--- src/rtl/cube_ctrl_pkg.sv ---
// Shared types and defaults for the LED cube press/mode control slice.
// Holds the FSM state type, default sizing constants and a clog2 helper.
package cube_ctrl_pkg;

  typedef enum logic [0:0] {
    IDLE  = 1'b0,
    WAIT2 = 1'b1
  } state_e;

  localparam int MODE_W      = 3;
  localparam int MODES       = 8;
  localparam int DTAP_WIN    = 3000000;
  localparam int IDLE_CYCLES = 60000000;

  // Minimum width of 1 so a LENGTH of 1 still yields a legal vector.
  function automatic int clog2(input int v);
    int r;
    r = 0;
    while ((1 << r) < v) r++;
    return (r == 0) ? 1 : r;
  endfunction

endpackage

--- src/rtl/press_mode_ctrl_window_timer.sv ---
// Synchronous clear/enable up-counter with a terminal-count flag.
// Saturates at LENGTH-1 so it never wraps while enabled.
module window_timer
  import cube_ctrl_pkg::*;
#(
  parameter int LENGTH = 16
) (
  input  logic clk,
  input  logic rst,
  input  logic clr,
  input  logic en,
  output logic tc
);

  localparam int W = clog2(LENGTH);
  localparam logic [W-1:0] LAST = W'(LENGTH - 1);

  logic [W-1:0] cnt_q;
  logic [W-1:0] cnt_d;

  assign tc = (cnt_q == LAST);

  always_comb begin
    cnt_d = cnt_q;
    if (clr) begin
      cnt_d = '0;
    end else if (en && !tc) begin
      cnt_d = cnt_q + 1'b1;
    end
  end

  always_ff @(posedge clk) begin
    if (rst) begin
      cnt_q <= '0;
    end else begin
      cnt_q <= cnt_d;
    end
  end

endmodule

--- src/rtl/press_mode_ctrl.sv ---
// Single-press / double-tap classifier driving the animation mode index.
// Define AUTO_CYCLE_EN to add an idle auto-advance timer.
module press_mode_ctrl
  import cube_ctrl_pkg::*;
#(
  parameter int MODES       = cube_ctrl_pkg::MODES,
  parameter int DTAP_WIN    = cube_ctrl_pkg::DTAP_WIN,
  parameter int IDLE_CYCLES = cube_ctrl_pkg::IDLE_CYCLES,
  parameter int MODE_W      = cube_ctrl_pkg::MODE_W
) (
  input  logic              clk_high,
  input  logic              rst,
  input  logic              press_pulse,
  output logic [MODE_W-1:0] mode,
  output logic              mode_change,
  output logic              double_tap,
  output logic              busy
);

  localparam logic [MODE_W-1:0] LAST_MODE = MODE_W'(MODES - 1);

  state_e            state_q, state_d;
  logic [MODE_W-1:0] mode_q, mode_d;
  logic              mc_q, mc_d;
  logic              dt_q, dt_d;
  logic              win_tc;
  logic              auto_adv;
  logic [MODE_W-1:0] mode_next;

  assign mode_next = (mode_q == LAST_MODE) ? '0 : mode_q + 1'b1;

  window_timer #(
    .LENGTH(DTAP_WIN)
  ) u_win (
    .clk(clk_high),
    .rst(rst),
    .clr(state_q == IDLE),
    .en (state_q == WAIT2),
    .tc (win_tc)
  );

`ifdef AUTO_CYCLE_EN
  logic idle_tc;

  // Restarts on expiry, on any press, and whenever a gesture is open.
  window_timer #(
    .LENGTH(IDLE_CYCLES)
  ) u_idle (
    .clk(clk_high),
    .rst(rst),
    .clr(press_pulse || (state_q != IDLE) || idle_tc),
    .en (state_q == IDLE),
    .tc (idle_tc)
  );

  assign auto_adv = idle_tc && (state_q == IDLE);
`else
  assign auto_adv = 1'b0;
`endif

  always_comb begin
    state_d = state_q;
    mode_d  = mode_q;
    mc_d    = 1'b0;
    dt_d    = 1'b0;
    unique case (state_q)
      IDLE: begin
        if (press_pulse) begin
          state_d = WAIT2;
        end else if (auto_adv) begin
          mode_d = mode_next;
          mc_d   = 1'b1;
        end
      end
      WAIT2: begin
        // A press on the terminal cycle still counts as a double tap.
        if (press_pulse) begin
          state_d = IDLE;
          mode_d  = '0;
          mc_d    = 1'b1;
          dt_d    = 1'b1;
        end else if (win_tc) begin
          state_d = IDLE;
          mode_d  = mode_next;
          mc_d    = 1'b1;
        end
      end
      default: state_d = IDLE;
    endcase
  end

  always_ff @(posedge clk_high) begin
    if (rst) begin
      state_q <= IDLE;
      mode_q  <= '0;
      mc_q    <= 1'b0;
      dt_q    <= 1'b0;
    end else begin
      state_q <= state_d;
      mode_q  <= mode_d;
      mc_q    <= mc_d;
      dt_q    <= dt_d;
    end
  end

  assign mode        = mode_q;
  assign mode_change = mc_q;
  assign double_tap  = dt_q;
  assign busy        = (state_q == WAIT2);

endmodule

--- config.mk ---
export PLATFORM = sky130hd
export DESIGN_NAME = press_mode_ctrl
export DESIGN_NICKNAME = d
export VERILOG_FILES = /design/src/rtl/cube_ctrl_pkg.sv /design/src/rtl/press_mode_ctrl_window_timer.sv /design/src/rtl/press_mode_ctrl.sv
export SDC_FILE = /design/constraint.sdc
export NUM_CORES = 1
export LEC_CHECK = 0
export CAP_MARGIN = 20
export CORE_ASPECT_RATIO = 2
export CORE_MARGIN = 5
export CORE_UTILIZATION = 52
export CTS_CLUSTER_DIAMETER = 80
export DETAILED_ROUTE_END_ITERATION = 8
export PLACE_DENSITY = 0.73
export RECOVER_POWER = 100
export SETUP_SLACK_MARGIN = 0.1
export SLEW_MARGIN = 20
export SYNTH_ARGS = -nofsm -noshare
export SYNTH_HDL_FRONTEND = slang
export SYNTH_SLANG_ARGS = --single-unit
--- constraint.sdc ---
create_clock -name clk_high -period 1.7 [get_ports clk_high]
set_input_delay 0.34 -clock clk_high [delete_from_list [all_inputs] [get_ports clk_high]]
set_output_delay 0.34 -clock clk_high [all_outputs]
set_load 0.03 [all_outputs]
# ---- After elaboration in Yosys (flattened, before gate mapping)
# Index checks and enable logic that the tools add are counted.
dict set report word_totals {
  word_cells 26
  inputBits 3
  register_bits 28
}
dict set report classes {
  n_reduce_logical 4
  n_eq_ne 3
  n_addsub 2
  n_mux 11
  bitwise 1
}
# op n
set ops {}
lappend ops {{22-bit by 1-bit adder with 22-bit output, second input constant} 1}
lappend ops {{22-bit == test, second input constant} 1}
lappend ops {{3-bit 2-to-1 mux} 4}
lappend ops {{1-bit 2-to-1 mux} 5}
lappend ops {{1-bit case mux with 2 select lines} 2}
lappend ops {{3-bit by 1-bit adder with 3-bit output, second input constant} 1}
lappend ops {{3-bit == test, second input constant} 1}
lappend ops {{3-bit by 2-bit inequality test with 1-bit output, second input constant} 1}
lappend ops {{2-bit AND reduction} 1}
lappend ops {{2-bit OR reduction} 1}
lappend ops {{1-bit logical AND} 1}
lappend ops {{1-bit zero test} 1}
lappend ops {{1-bit inverter} 1}

# ---- Longest topological paths before layout
# Gate-level depths: netlist (run 1).
dict set report logic_depth {
  depth_word 5
  ltp_mapped 7
}

# ---- By module
# A second synthesis (run 1) with hierarchy kept.
dict set report hier_totals {
  cells_unflattened 152
  area_unflattened_um2 1353.8
}
# module area_per_inst_um2 cells_per_inst instances
set by_module_without_submodules {}
lappend by_module_without_submodules {window_timer 1088.5 126 1}
lappend by_module_without_submodules {press_mode_ctrl 265.3 26 1}

# ---- Worst setup path after synthesis (run 1)
# Ideal clock, no wire load.
dict set report synth_path {
  path_type {register to register}
  startpoint {register mode_q[0] (netlist: mode[0])}
  endpoint {register mode_q[0] (netlist: mode[0])}
  period_less_slack_ns 1.794
  path_buffers 0
  setup_time_ns 0.083
  path_slack_ns -0.094
  required_ns 1.617
  path_stages_with_launch 6
  t_arrival_ns 1.711
  cell_sequence {dfxtp_1 -> ha_1 -> ha_1 -> or4_1 -> or4_1 -> o221ai_1}
}
dict set report synth_between {
  elab_chain_len 5
  word_cells_on_any_way 6
}
# element line
set synth_rtl {}
lappend synth_rtl {{from (decl)} press_mode_ctrl.sv:23} ;# logic [MODE_W-1:0] mode_q, mode_d;
lappend synth_rtl {{from (signal assigned)} press_mode_ctrl.sv:100} ;# mode_q <= mode_d;
lappend synth_rtl {{3-bit by 1-bit adder with 3-bit output or 3-bit == test (tied branches)} press_mode_ctrl.sv:30} ;# assign mode_next = (mode_q == LAST_MODE) ? '0 : mode_q + 1'b1;
lappend synth_rtl {{3-bit 2-to-1 mux *} press_mode_ctrl.sv:30}
lappend synth_rtl {{3-bit 2-to-1 mux *} press_mode_ctrl.sv:82} ;# end else if (win_tc) begin
lappend synth_rtl {{3-bit 2-to-1 mux *} press_mode_ctrl.sv:77} ;# if (press_pulse) begin
lappend synth_rtl {{3-bit 2-to-1 mux *} press_mode_ctrl.sv:66} ;# unique case (state_q)
# Every way passes the cells marked *; elsewhere a longest branch is shown, timed or not. The select of a mux whose other input is x is not followed.
# A chain may end at the register's enable or synchronous reset.

# ---- Final worst setup path (run 1)
# Same ends and word-level chain as after synthesis.

==> results.json, run 1 <==
{
  "drt_iter0_drc": 61,
  "drt-pass1-iter-count": 4,
  "worstPathRequired_ns": 1.91,
  "violations": "setup timing",
  "timing.final.max_slew_violations": 0,
  "clock_sinks": 28,
  "hold_viol": 0,
  "die_width_microns": 47.4,
  "tightestPinTransition_ns": 0.347,
  "critPathBufInv": 0,
  "synth_nets": 172,
  "status": "finished, violations left",
  "clock_latency_ns": 0.29,
  "critical_path_arrival_ns": 1.93,
  "grt_max_degree": 16,
  "antenna_found_initial": 0,
  "layout_min_cycle_time_ns": 1.71,
  "cp_slowest_cell": "or4_1",
  "ys_ff_latch": 28,
  "diodes": 0,
  "path_clk_slew_ns": 0.10,
  "netlist_instances": 166,
  "fmax_ghz": 0.583,
  "core_area_sq_mm": 0.00274,
  "fillers": 204,
  "cp-end-kind": "register",
  "yosys-top-cells-count": "dfxtp_1 (28), a21oi_1 (15), nand2_1 (15)",
  "post-dp-hpwl_mm": 2.73,
  "cap_violations": 0,
  "hold_depth": 2,
  "path_cells": "ha_4, ha_4, or4_1, or4_1, o221ai_1",
  "avgSynthCellArea_sq_um": 8.77,
  "internal_power_uw": 891,
  "fin_skew_ns": 0.00766,
  "finalWirelength_mm": 4.01,
  "p_comb_frac": 0.057,
  "cts_hold_buf": 0,
  "multi_input_area_sq_um": 971,
  "min_from": "u_win.cnt_q[15]$_SDFFE_PP0P_",
  "hp-class": "register to register",
  "overflow": 0,
  "ys.flop_type": "dfxtp_1",
  "p_switching_uw": 262,
  "grt_pass1_vias": 1421,
  "yosys-top-cells-area": "dfxtp_1 (38%), a21oi_1 (5.2%), or4_1 (4.1%)",
  "crit_cells": 5,
  "rr_startpoint": "mode[0]$_SDFFE_PP0P_",
  "h-tree-depth": 1,
  "die_h_microns": 84.8,
  "synth_cell_type_count": 41,
  "topRoutingLayerUsed": "met4",
  "synth_edf_count": 0,
  "p_leak_nw": 0.696,
  "routedWlPerCell_microns": 17.6,
  "fin_crit_sh": 1.01,
  "netlist_area_sq_mm": 0.00146,
  "via_count": 1429,
  "p_seq_frac": 0.571,
  "power.density_mw_per_mm2": 582,
  "clkPwrFrac": 0.372,
  "slowest_delay_ns": 0.47,
  "seqCellArea_sq_um": 593,
  "power.total_mw": 1.15,
  "rsz0062_at_grt": "true",
  "fp.dieArea_sq_mm": 0.00402,
  "cts_buffers": 3,
  "clockBufferDepth": 2,
  "crit_start": "mode[0]$_SDFFE_PP0P_",
  "netlist.area_leader.share": 0.385,
  "start_kind": "register",
  "pin_count": 9,
  "drive_above_1_share": 0.407,
  "wl_met1_mm": 1.45,
  "row_count": 27,
  "wl_met3_microns": 128,
  "worst-r2r-cell-count": 5,
  "cp_max_fo": 2,
  "start_util": 0.532,
  "setup_viol": 1,
  "met2_length_mm": 2.26,
  "peakVddDrop_mv": 0.636,
  "final_nets": 206,
  "area_growth_pct": 36.0,
  "clockRootBuffer": "clkbuf_8",
  "grt_pass1_wl_mm": 6.50,
  "yosysSeqAreaShare": 0.385,
  "slew_headroom": 0.768,
  "sw_frac_of_total": 0.227,
  "critPathKind": "register to register",
  "ys.warnings.count": 0,
  "final_util": 0.724,
  "setup_tns_ns": -0.0146,
  "ant_nets": 0,
  "synth_top_cell_by_area": "dfxtp_1",
  "dp_slack_ns": -0.125,
  "async_flop_share": 0,
  "avgViaCountPerCell": 6.27,
  "drc": 0,
  "grt_use_total": 0.217,
  "gp_congestion": 0.837,
  "cts_tree": "yes",
  "port_buffers": 8,
  "fin_ws_ns": -0.0146,
  "crit_family": "simple AND/OR/NAND/NOR gates",
  "synth_most_common_cell": "dfxtp_1"
}
[registers in the layout, summed over array words and instances (netlist names)]
register	cells
u_win.cnt_q	22
mode	3
busy	1
double_tap	1
mode_change	1
[worst reg2reg max path, cell delays in order (launching register included)]
cell      delay, ns
dfxtp_4        0.37
ha_4           0.16
ha_4           0.15
or4_1          0.47
or4_1          0.42
o221ai_1       0.08
[placed cells by master, fill, tap and decap left out, types with 2 or more instances in the layout]
cell type | synthesis | routed
buf_6 | 1 | 4
a21oi_1 | 15 | 14
clkbuf_8 | 0 | 4
ha_4 | 0 | 3
mux2i_1 | 2 | 2
o21ai_1 | 3 | 4
xor2_1 | 5 | 5
nor2_1 | 7 | 6
and4_2 | 1 | 2
dfxtp_1 | 28 | 12
or3_1 | 4 | 4
and4_4 | 0 | 5
nor3b_1 | 2 | 2
clkdlybuf4s50_1 | 0 | 2
or3b_2 | 3 | 3
nand3_1 | 8 | 8
o221ai_1 | 3 | 3
nand2_1 | 15 | 15
nand4_1 | 6 | 6
nand4_4 | 1 | 2
or4_1 | 8 | 7
o21ai_0 | 6 | 4
or2_2 | 3 | 3
o31ai_1 | 6 | 4
dfxtp_2 | 0 | 11
buf_4 | 1 | 25
a2111o_1 | 3 | 3
inv_1 | 4 | 4
dfxtp_4 | 0 | 5
o31ai_2 | 0 | 2
dlygate4sd2_1 | 0 | 6
[per-stage QoR]
step / cells / hold WS (ns) / instance area, sq um
after floorplan: 166 / 0.447 / 1490
after global placement: 213 / 0.459 / 1690
after detailed placement: 213 / 0.481 / 1690
after CTS: 220 / 0.494 / 1860
after global routing: 228 / 0.509 / 1980
final: 228 / 0.492 / 1980
[power by group through the flow]
stage | Clock (mW) | Combinational [mW] | Sequential [mW]
final | 0.430 | 0.0657 | 0.658
after detailed placement | 0 | 0.0633 | 0.678
after global placement | 0 | 0.0620 | 0.678
after global routing | 0.467 | 0.0713 | 0.659
after floorplan | 0 | 0.0241 | 0.684
after CTS | 0.421 | 0.0647 | 0.663
[area by class of cell]
type                            count  area share
Multi-Input combinational cell    125       0.490
Sequential cell                    28       0.299
Timing Repair Buffer               38       0.157
Clock buffer                        4      0.0278
Tap cell                           29      0.0183
Inverter                            4     0.00758
[cell families after synthesis]
logic type | Yosys count | share of synthesized area
AO/OA/AOI/OAI | 40 | 0.176
XOR/XNOR | 5 | 0.0301
adder cells (fa/ha/maj) | 3 | 0.0258
buffers and inverters | 14 | 0.0464
flip-flops | 28 | 0.385
multiplexers | 2 | 0.0137
AND/OR/NAND/NOR | 74 | 0.323
[layer usage]
layer / track usage / vias up
met5: 0 / -
met4: 0.136 / 0
met3: 0.0318 / 12
met2: 0.374 / 30
met1: 0.225 / 694
li1: - / 693
[path summary, 6_finish.rpt]
| path | to | slack (ns) |
|---|---|---|
| worst min-delay path | u_win.cnt_q[15]$_SDFFE_PP0P_ | 0.49 |
| worst max register to register | mode[0]$_SDFFE_PP0P_ | -0.01 |
| worst max-delay path | mode[0]$_SDFFE_PP0P_ | -0.01 |
| worst min register to register | u_win.cnt_q[15]$_SDFFE_PP0P_ | 0.49 |
[what timing repair did]
item	4_1_cts	5_1_grt
endpoints found under the setup margin	28	20
gates cloned	1	0
buffers inserted	2	8
gates resized for setup	29	25
pin swaps	7	10
Note: power is estimated with default switching activity, not from simulation.
==> inputs of run 2 (changes only) <==
--- a/config.mk
+++ b/config.mk
@@ -10,6 +10,7 @@
 export CORE_MARGIN = 5
 export CORE_UTILIZATION = 52
 export CTS_CLUSTER_DIAMETER = 80
+export CTS_CLUSTER_SIZE = 10
 export DETAILED_ROUTE_END_ITERATION = 8
 export PLACE_DENSITY = 0.73
 export RECOVER_POWER = 100
==> results of run 2 <==
No change in the layout: final DEF, timing and power equal those of run 1.
